`src/rtl/volt_window_monitor.sv`:
```
// Purpose : windowed mean of two ADC mV channels, debounced hysteresis discharge FSM on ch1, overcurrent flag on ch2.
// Latency : sample accepted at edge k appears in avg_* after edge k+1; FSM and overcurrent react one edge later.
// Backpressure: none; one sample per clock while mon_en=1, mon_en=0 flushes the averagers and idles the FSM.
//
// Ports:
//   ad_clk, rst_n            single ADC clock domain, asynchronous active-low reset
//   mon_en                   1 = accept a sample every clock, 0 = flush and idle
//   volt_ch1 / volt_ch2      unsigned mV magnitudes (gap voltage / current-sense voltage)
//   th_hi / th_lo / th_oc    open-gap, discharge and overcurrent thresholds (mV)
//   avg_ch1 / avg_ch2        windowed means; avg_valid once the window is full
//   discharge_active/_start/_end, discharge_len   FSM status, pulses and last length
//   overcurrent              avg_ch2 > th_oc while avg_valid
module volt_window_monitor #(
    parameter int AVG_LOG2 = 3,
    parameter int DEBOUNCE = 4,
    parameter int LEN_W    = 16
) (
    input  logic             ad_clk,
    input  logic             rst_n,
    input  logic             mon_en,
    input  logic [15:0]      volt_ch1,
    input  logic [15:0]      volt_ch2,
    input  logic [15:0]      th_hi,
    input  logic [15:0]      th_lo,
    input  logic [15:0]      th_oc,
    output logic [15:0]      avg_ch1,
    output logic [15:0]      avg_ch2,
    output logic             avg_valid,
    output logic             discharge_active,
    output logic             discharge_start,
    output logic             discharge_end,
    output logic [LEN_W-1:0] discharge_len,
    output logic             overcurrent
);

    localparam int DEPTH = 1 << AVG_LOG2;
    localparam int SUM_W = 16 + AVG_LOG2;
    localparam int DBC_W = (DEBOUNCE > 1) ? $clog2(DEBOUNCE) : 1;

    localparam logic [AVG_LOG2:0] FILL_FULL = (AVG_LOG2 + 1)'(DEPTH);
    localparam logic [DBC_W-1:0]  DBC_LAST  = DBC_W'(DEBOUNCE - 1);

    typedef enum logic [1:0] {
        ST_IDLE,
        ST_OPEN,
        ST_PENDING,
        ST_DISCHARGE
    } state_t;

    // ------------------------------------------------------------------
    // Moving average
    // ------------------------------------------------------------------
    logic [15:0]         win_ch1 [DEPTH];
    logic [15:0]         win_ch2 [DEPTH];
    logic [AVG_LOG2-1:0] wr_ptr;
    logic [AVG_LOG2:0]   fill;
    logic [SUM_W-1:0]    sum_ch1;
    logic [SUM_W-1:0]    sum_ch2;
    logic [15:0]         oldest_ch1;
    logic [15:0]         oldest_ch2;
    logic [SUM_W-1:0]    sum_ch1_nxt;
    logic [SUM_W-1:0]    sum_ch2_nxt;

    // Window storage is never cleared: until the window has been filled
    // since the last flush, the entry being overwritten is masked to zero,
    // so stale contents can never leak into the running sum.
    always_comb begin
        oldest_ch1  = (fill == FILL_FULL) ? win_ch1[wr_ptr] : 16'd0;
        oldest_ch2  = (fill == FILL_FULL) ? win_ch2[wr_ptr] : 16'd0;
        sum_ch1_nxt = sum_ch1 + SUM_W'(volt_ch1) - SUM_W'(oldest_ch1);
        sum_ch2_nxt = sum_ch2 + SUM_W'(volt_ch2) - SUM_W'(oldest_ch2);
    end

    always_ff @(posedge ad_clk) begin
        if (mon_en) begin
            win_ch1[wr_ptr] <= volt_ch1;
            win_ch2[wr_ptr] <= volt_ch2;
        end
    end

    always_ff @(posedge ad_clk or negedge rst_n) begin
        if (!rst_n) begin
            wr_ptr      <= '0;
            fill        <= '0;
            sum_ch1     <= '0;
            sum_ch2     <= '0;
            avg_ch1     <= '0;
            avg_ch2     <= '0;
            avg_valid   <= 1'b0;
            overcurrent <= 1'b0;
        end else if (!mon_en) begin
            wr_ptr      <= '0;
            fill        <= '0;
            sum_ch1     <= '0;
            sum_ch2     <= '0;
            avg_ch1     <= '0;
            avg_ch2     <= '0;
            avg_valid   <= 1'b0;
            overcurrent <= 1'b0;
        end else begin
            wr_ptr  <= wr_ptr + 1'b1;
            sum_ch1 <= sum_ch1_nxt;
            sum_ch2 <= sum_ch2_nxt;
            if (fill != FILL_FULL) begin
                fill <= fill + 1'b1;
            end
            // The mean lags the sum by one edge; a full fill count here
            // means the sum being published contains a complete window.
            avg_ch1     <= sum_ch1[SUM_W-1:AVG_LOG2];
            avg_ch2     <= sum_ch2[SUM_W-1:AVG_LOG2];
            avg_valid   <= (fill == FILL_FULL);
            overcurrent <= avg_valid && (avg_ch2 > th_oc);
        end
    end

    // ------------------------------------------------------------------
    // Discharge FSM on the ch1 mean
    // ------------------------------------------------------------------
    state_t           state;
    logic [DBC_W-1:0] dbc;
    logic [LEN_W-1:0] len_cnt;

    always_ff @(posedge ad_clk or negedge rst_n) begin
        if (!rst_n) begin
            state            <= ST_IDLE;
            dbc              <= '0;
            len_cnt          <= '0;
            discharge_len    <= '0;
            discharge_active <= 1'b0;
            discharge_start  <= 1'b0;
            discharge_end    <= 1'b0;
        end else begin
            discharge_start <= 1'b0;
            discharge_end   <= 1'b0;
            // A flush always wins, even over a DISCHARGE exit on the same
            // edge: no end pulse and the previous length is kept.
            if (!mon_en || !avg_valid) begin
                state            <= ST_IDLE;
                dbc              <= '0;
                len_cnt          <= '0;
                discharge_active <= 1'b0;
            end else begin
                case (state)
                    ST_IDLE: begin
                        if (avg_ch1 >= th_hi) begin
                            state <= ST_OPEN;
                        end
                    end
                    ST_OPEN: begin
                        if (avg_ch1 < th_lo) begin
                            if (DEBOUNCE == 1) begin
                                state            <= ST_DISCHARGE;
                                dbc              <= '0;
                                len_cnt          <= LEN_W'(1);
                                discharge_active <= 1'b1;
                                discharge_start  <= 1'b1;
                            end else begin
                                state <= ST_PENDING;
                                dbc   <= DBC_W'(1);
                            end
                        end
                    end
                    ST_PENDING: begin
                        if (avg_ch1 < th_lo) begin
                            if (dbc == DBC_LAST) begin
                                state            <= ST_DISCHARGE;
                                dbc              <= '0;
                                len_cnt          <= LEN_W'(1);
                                discharge_active <= 1'b1;
                                discharge_start  <= 1'b1;
                            end else begin
                                dbc <= dbc + 1'b1;
                            end
                        end else begin
                            state <= ST_OPEN;
                            dbc   <= '0;
                        end
                    end
                    ST_DISCHARGE: begin
                        // Only a return above th_hi ends the discharge; the
                        // band between th_lo and th_hi is hysteresis.
                        if (avg_ch1 >= th_hi) begin
                            state            <= ST_OPEN;
                            discharge_len    <= len_cnt;
                            len_cnt          <= '0;
                            discharge_active <= 1'b0;
                            discharge_end    <= 1'b1;
                        end else if (len_cnt != {LEN_W{1'b1}}) begin
                            len_cnt <= len_cnt + 1'b1;
                        end
                    end
                    default: begin
                        state <= ST_IDLE;
                    end
                endcase
            end
        end
    end

endmodule

```
`config.mk`:
```
export PLATFORM = sky130hd
export DESIGN_NAME = volt_window_monitor
export DESIGN_NICKNAME = d
export VERILOG_FILES = /design/src/rtl/volt_window_monitor.sv
export SDC_FILE = /design/constraint.sdc
export NUM_CORES = 1
export LEC_CHECK = 0
export CORE_UTILIZATION = 60
export CTS_BUF_LIST = sky130_fd_sc_hd__clkbuf_4
export CTS_CLUSTER_DIAMETER = 80
export DETAILED_ROUTE_END_ITERATION = 8
export PLACE_DENSITY = 0.86
export SLEW_MARGIN = 10
export SYNTH_ARGS = -nofsm -noshare
export SYNTH_HDL_FRONTEND = slang
export SYNTH_SLANG_ARGS = --single-unit
```
`constraint.sdc`:
```
create_clock -name ad_clk -period 13.5 [get_ports ad_clk]
set_input_delay 4.05 -clock ad_clk [delete_from_list [all_inputs] [get_ports ad_clk]]
set_output_delay 4.05 -clock ad_clk [all_outputs]
set_load 0.03 [all_outputs]
```
======== Word level (Yosys, flattened, before mapping) ========
Memories as Yosys holds them, arrays and structs flattened.
Cells that the tools add are included.
cells by class
  bitwise operators ....................... 1
  multiplexer cells ....................... 42
  reductions and logical operators ........ 13
  magnitude comparators ................... 3
  equality and inequality tests ........... 15
  $add $sub $neg .......................... 8
operators with widths
  kind                                           number
  2-to-1 mux 16 bit                              9
  adder 19 x 16 -> 19 bit                        2
  2-to-1 mux 19 bit                              2
  subtractor 19 x 16 -> 19 bit                   2
  one-hot mux 16 bit (2 select lines)            1
  2-to-1 mux 2 bit                               9
  adder 16 x 1 -> 16 bit, second input constant  1
  >= comparator 16 bit                           1
  > comparator 16 bit                            1
  less-than comparator 16 bit                    1
  != test 16 bit, second input constant          1
  2-to-1 mux 1 bit                               15
  != test 3 bit, second input constant           4
  != test 4 bit, second input constant           3
  2-to-1 mux 4 bit                               2
  AND reduction 4 bit                            2
  == test 2 bit, second input constant           3
  one-hot mux 2 bit (3 select lines)             1
  AND reduction 3 bit                            2
  nonzero test 3 bit                             2
  adder 4 x 1 -> 4 bit, second input constant    1
  == test 4 bit, second input constant           1
  one-hot mux 2 bit (2 select lines)             1
  adder 3 x 1 -> 3 bit, second input constant    1
  other kinds (13)                               14
storage, ports and cells
  memories ................................ 2
  bits of input ports ..................... 83
  logic and storage cells ................. 99
  output and inout port bits .............. 53
  register bits after elaboration ......... 118
  RAM bits ................................ 256
memory list
  name     depth  bits a word  read ports  clocked after Yosys merged registers in  wr ports  line  text
  win_ch1  8      16           1           0                                        1         53    logic [15:0] win_ch1 [DEPTH];
  win_ch2  8      16           1           0                                        1         54    logic [15:0] win_ch2 [DEPTH];

======== Logic depth before layout (Yosys ltp) ========
  depth after elaboration ................. 5
  mapped depth ............................ 18
  depth with buffers taken out ............ 16

======== Worst setup path before layout ========
OpenSTA, ideal clock, no wires.
  path kind ............................... input -> register
  from .................................... input mon_en
  to ...................................... memory win_ch1[1][0], enable pin
  path slack .............................. 6.365 ns
  arrival time ............................ 6.674 ns
  required time ........................... 13.039 ns
  setup time .............................. 0.461 ns
  stages on the path ...................... 3
  cell sequence ........................... clkbuf_1 > nand2_1 > nor3_1
between the ends
  word-level cells in the longest chain between the ends .. 2
ends and longest elaborated chain
  element                                 line  text
  from (decl)                             20    input logic mon_en,
  2-to-1 mux 1 bit                        75    if (mon_en) begin
  2-to-1 mux 1 bit (not written as such)  76    win_ch1[wr_ptr] <= volt_ch1;
  to (decl)                               53
Every way passes these cells.

======== Final worst setup path ========
  from .................................... input volt_ch1[6]
  to ...................................... register sum_ch1[16]
between the ends
  word-level cells in the longest chain between the ends .. 3
ends and longest elaborated chain
  element                       line  text
  from (decl)                   21    input logic [15:0] volt_ch1,
  adder 19 x 16 -> 19 bit       70    sum_ch1_nxt = sum_ch1 + SUM_W'(volt_ch1) - SUM_W'(oldest_ch1);
  subtractor 19 x 16 -> 19 bit  70
  2-to-1 mux 19 bit             91    end else if (!mon_en) begin
  to (signal assigned)          102   sum_ch1 <= sum_ch1_nxt;
  to (decl)                     57    logic [SUM_W-1:0] sum_ch1;
Every way passes these cells.
A chain may end at the register's enable or synchronous reset.

==> metrics.txt <==
root cell of the clock tree=clkbuf_4; worst IR drop on VDD=just over 70 uV; crit path DAT=roughly 7.6 ns; Slowest Stage Delay on Critical Path=between 0.6 and 0.7 ns; worst slack at placement=5.80 ns; synthesis warning total=0; first-pass GRT wire length=between 60 and 70 mm; dominant cells by area after synthesis=edfxtp_1 (43%), dfrtp_1 (16%), mux4_2 (8.0%), ha_1 (6.4%), inv_1 (4.2%); Max Fclk=between 0.1 and 0.15 GHz; Rows=between 60 and 70; worst hold slack=0.508 ns; Net Count, Synth=1548; CP max stage cell=clkdlybuf4s50_1; Nets=1754; Worst path top cell family by delay=simple AND/OR/NAND/NOR gates; mean area per synthesized cell=~13 um^2; flops & latches, synth=between 300 and 400; Netlist Area Pre-Place=between 15000 and 20000 um^2; P_leak=approximately 8.7 nW; Post-CTS Setup Repair Bufs=0; Design Area, Final=21100 um^2; Tightest Pin Transition=~1.2 ns; post-synth top area share=42.5%; library cells used by synthesis=67; CTS H-tree depth=3; WP buf/inv=3; PwrDens=approximately 160 nW/um^2; die width=between 150 and 200 um; vias in the first global route=around 12k; gr usage total=27.0%; clk slew on worst S/H paths=around 0.060 ns; share of layout cells above drive strength 1=between 15 and 20%; Detailed Place HPWL=26.1 mm; post-CTS sizing=0; drt wl/cell=between 15 and 20 um; P&R area growth vs syn=16.7%; clock buffer depth=3; sequential share of the synthesized area=around three fifths; period utilization=about half; CTS tree=done; Max FO, Critical Path=9; core area=29600 um^2; clock sinks=374; commonest non-fill, non-tap cell in the layout=edfxtp_1; Post-Route Setup TNS=0 ns; Final Setup Violations=0; status=completed; Final Max Slew Viols=0; worst path cell trace=clkdlybuf4s50_1 > inv_1 > fa_1 > inv_1 > ha_1 > a211oi_1 > nor2_1 > nor4b_1 > nor3_1 > or2_2 > o41ai_2 > mux2i_1; crit-path most repeated cell=inv_1; GPL Wtd Cong=roughly 0.86; Worst slew margin=20.6%; WL final=roughly 40 mm; Worst Setup End Kind=flip-flop; vias per inst=about 5.8; Placed Area=19900 um^2; Initial DRC Count=1118; Post-synth ARST share=31.6%; CTS Hold Bufs=0; Residual DRC=0; initial antenna violation count=3; fin crit period=about 7.0 ns; Die Ht=about 180 um; Crit Path Class=primary input to flip-flop; total CTS buffers=92; post-route antenna net violation count=0; number of max-cap violations=0; area leader, netlist=edfxtp_1; Fin. Hold Viols=0; DR vias=about 12k; Design Power=approximately 3.3 mW; RSZ-0062 raised after global routing=no; skew final=0.0520 ns; Port Buffers=between 100 and 150; Initial Util=between 60% and 70%; Gate Count Post-Synth=about 1.3k; crit start category=primary input; global route total overflow=0; Final WS setup=about 6.5 ns; router iterations before antenna repair=6; type of the most critical hold path=flip-flop to flip-flop; Ports=136; Layout fillers=~1.9k; most frequent cells in the layout=edfxtp_1 (256), inv_1 (201), clkbuf_4 (137); largest net degree at the start of global routing=82; number of flops mapped to enable cells by yosys=256; Skew-Pair Late Insertion Delay=0.74 ns; Die Area=30800 um^2; ys flop type=edfxtp_1; CP required=about 14 ns
## path summary, 6_finish.rpt
path	startpoint	end	slack (ns)	depth (start not counted)
setup / recovery	volt_ch1[6]	sum_ch1[16]	6.49	12
hold / removal	discharge_len[1]	discharge_len[1]	0.51	1
setup reg to reg	wr_ptr[0]	sum_ch2[17]	8.31	14
hold reg to reg	discharge_len[1]	discharge_len[1]	0.51	1
max in group asynchronous	rst_n	wr_ptr[0]	8.69	2
min in group asynchronous	rst_n	avg_ch1[4]	3.28	1
## synth_stat cells, drive strengths merged, types with 6 or more instances
cell / n
o21ai: 35
mux2: 16
mux4: 64
a21o: 15
xnor2: 13
mux2i: 37
fa: 32
nand3: 23
nor2: 142
and3: 9
clkbuf: 24
nand2b: 12
a22o: 6
a21oi: 38
or2: 6
inv: 202
a211oi: 13
nand4: 11
dfrtp: 118
nor3: 16
nor2b: 9
o21a: 8
buf: 15
xor2: 12
ha: 93
edfxtp: 256
and2: 13
nand2: 40
## cells by family after synthesis
logic type	share of synthesized area, %
multiplexers	11.2
AO/OA/AOI/OAI	5.80
XOR/XNOR	1.21
AND/OR/NAND/NOR	7.77
flip-flops	58.8
buffers and inverters	5.21
adder cells (fa/ha/maj)	9.98
## through the flow
step                utilization (%)  cells
finish                         71.2   2010
global route                   71.2   2008
CTS                            71.2   2007
detailed placement             67.1   1842
global placement               67.1   1842
floorplan                         -   1340
## sequential cells by signal (all words and copies together) (netlist names), 2 cells and up
register	cells
discharge_len	16
sum_ch1	19
avg_ch2	16
fill	4
state	2
len_cnt	16
dbc	2
wr_ptr	3
avg_ch1	16
sum_ch2	19
win_ch2	128
win_ch1	128
## report_power, final
part	switching, mW	total, mW	internal (mW)
logic	0.579	1.00	0.421
clock network	0.444	0.947	0.503
registers	0.0501	1.37	1.32
## cell type report
cell class | instances | area [um^2] | share of cell area [%]
Inverter | 202 | 758 | 3.59
Multi-Input combinational cell | 725 | 6530 | 30.9
Timing Repair Buffer | 151 | 1470 | 6.96
Antenna cell | 3 | 7.51 | 0.0356
Clock inverter | 28 | 176 | 0.836
Tap cell | 390 | 488 | 2.31
Sequential cell | 374 | 10600 | 50.5
Clock buffer | 137 | 1030 | 4.87
## metal layers
layer | vias to the layer above | track usage [%] | part of all wire [%]
met5 | - | 0 | 0.033
met4 | 2 | 11.7 | 3.2
met3 | 103 | 6.30 | 8.9
met2 | 609 | 44.8 | 49
met1 | 5719 | 34.1 | 39
li1 | 5256 | - | -
Power figures use the tool's default switching activity.
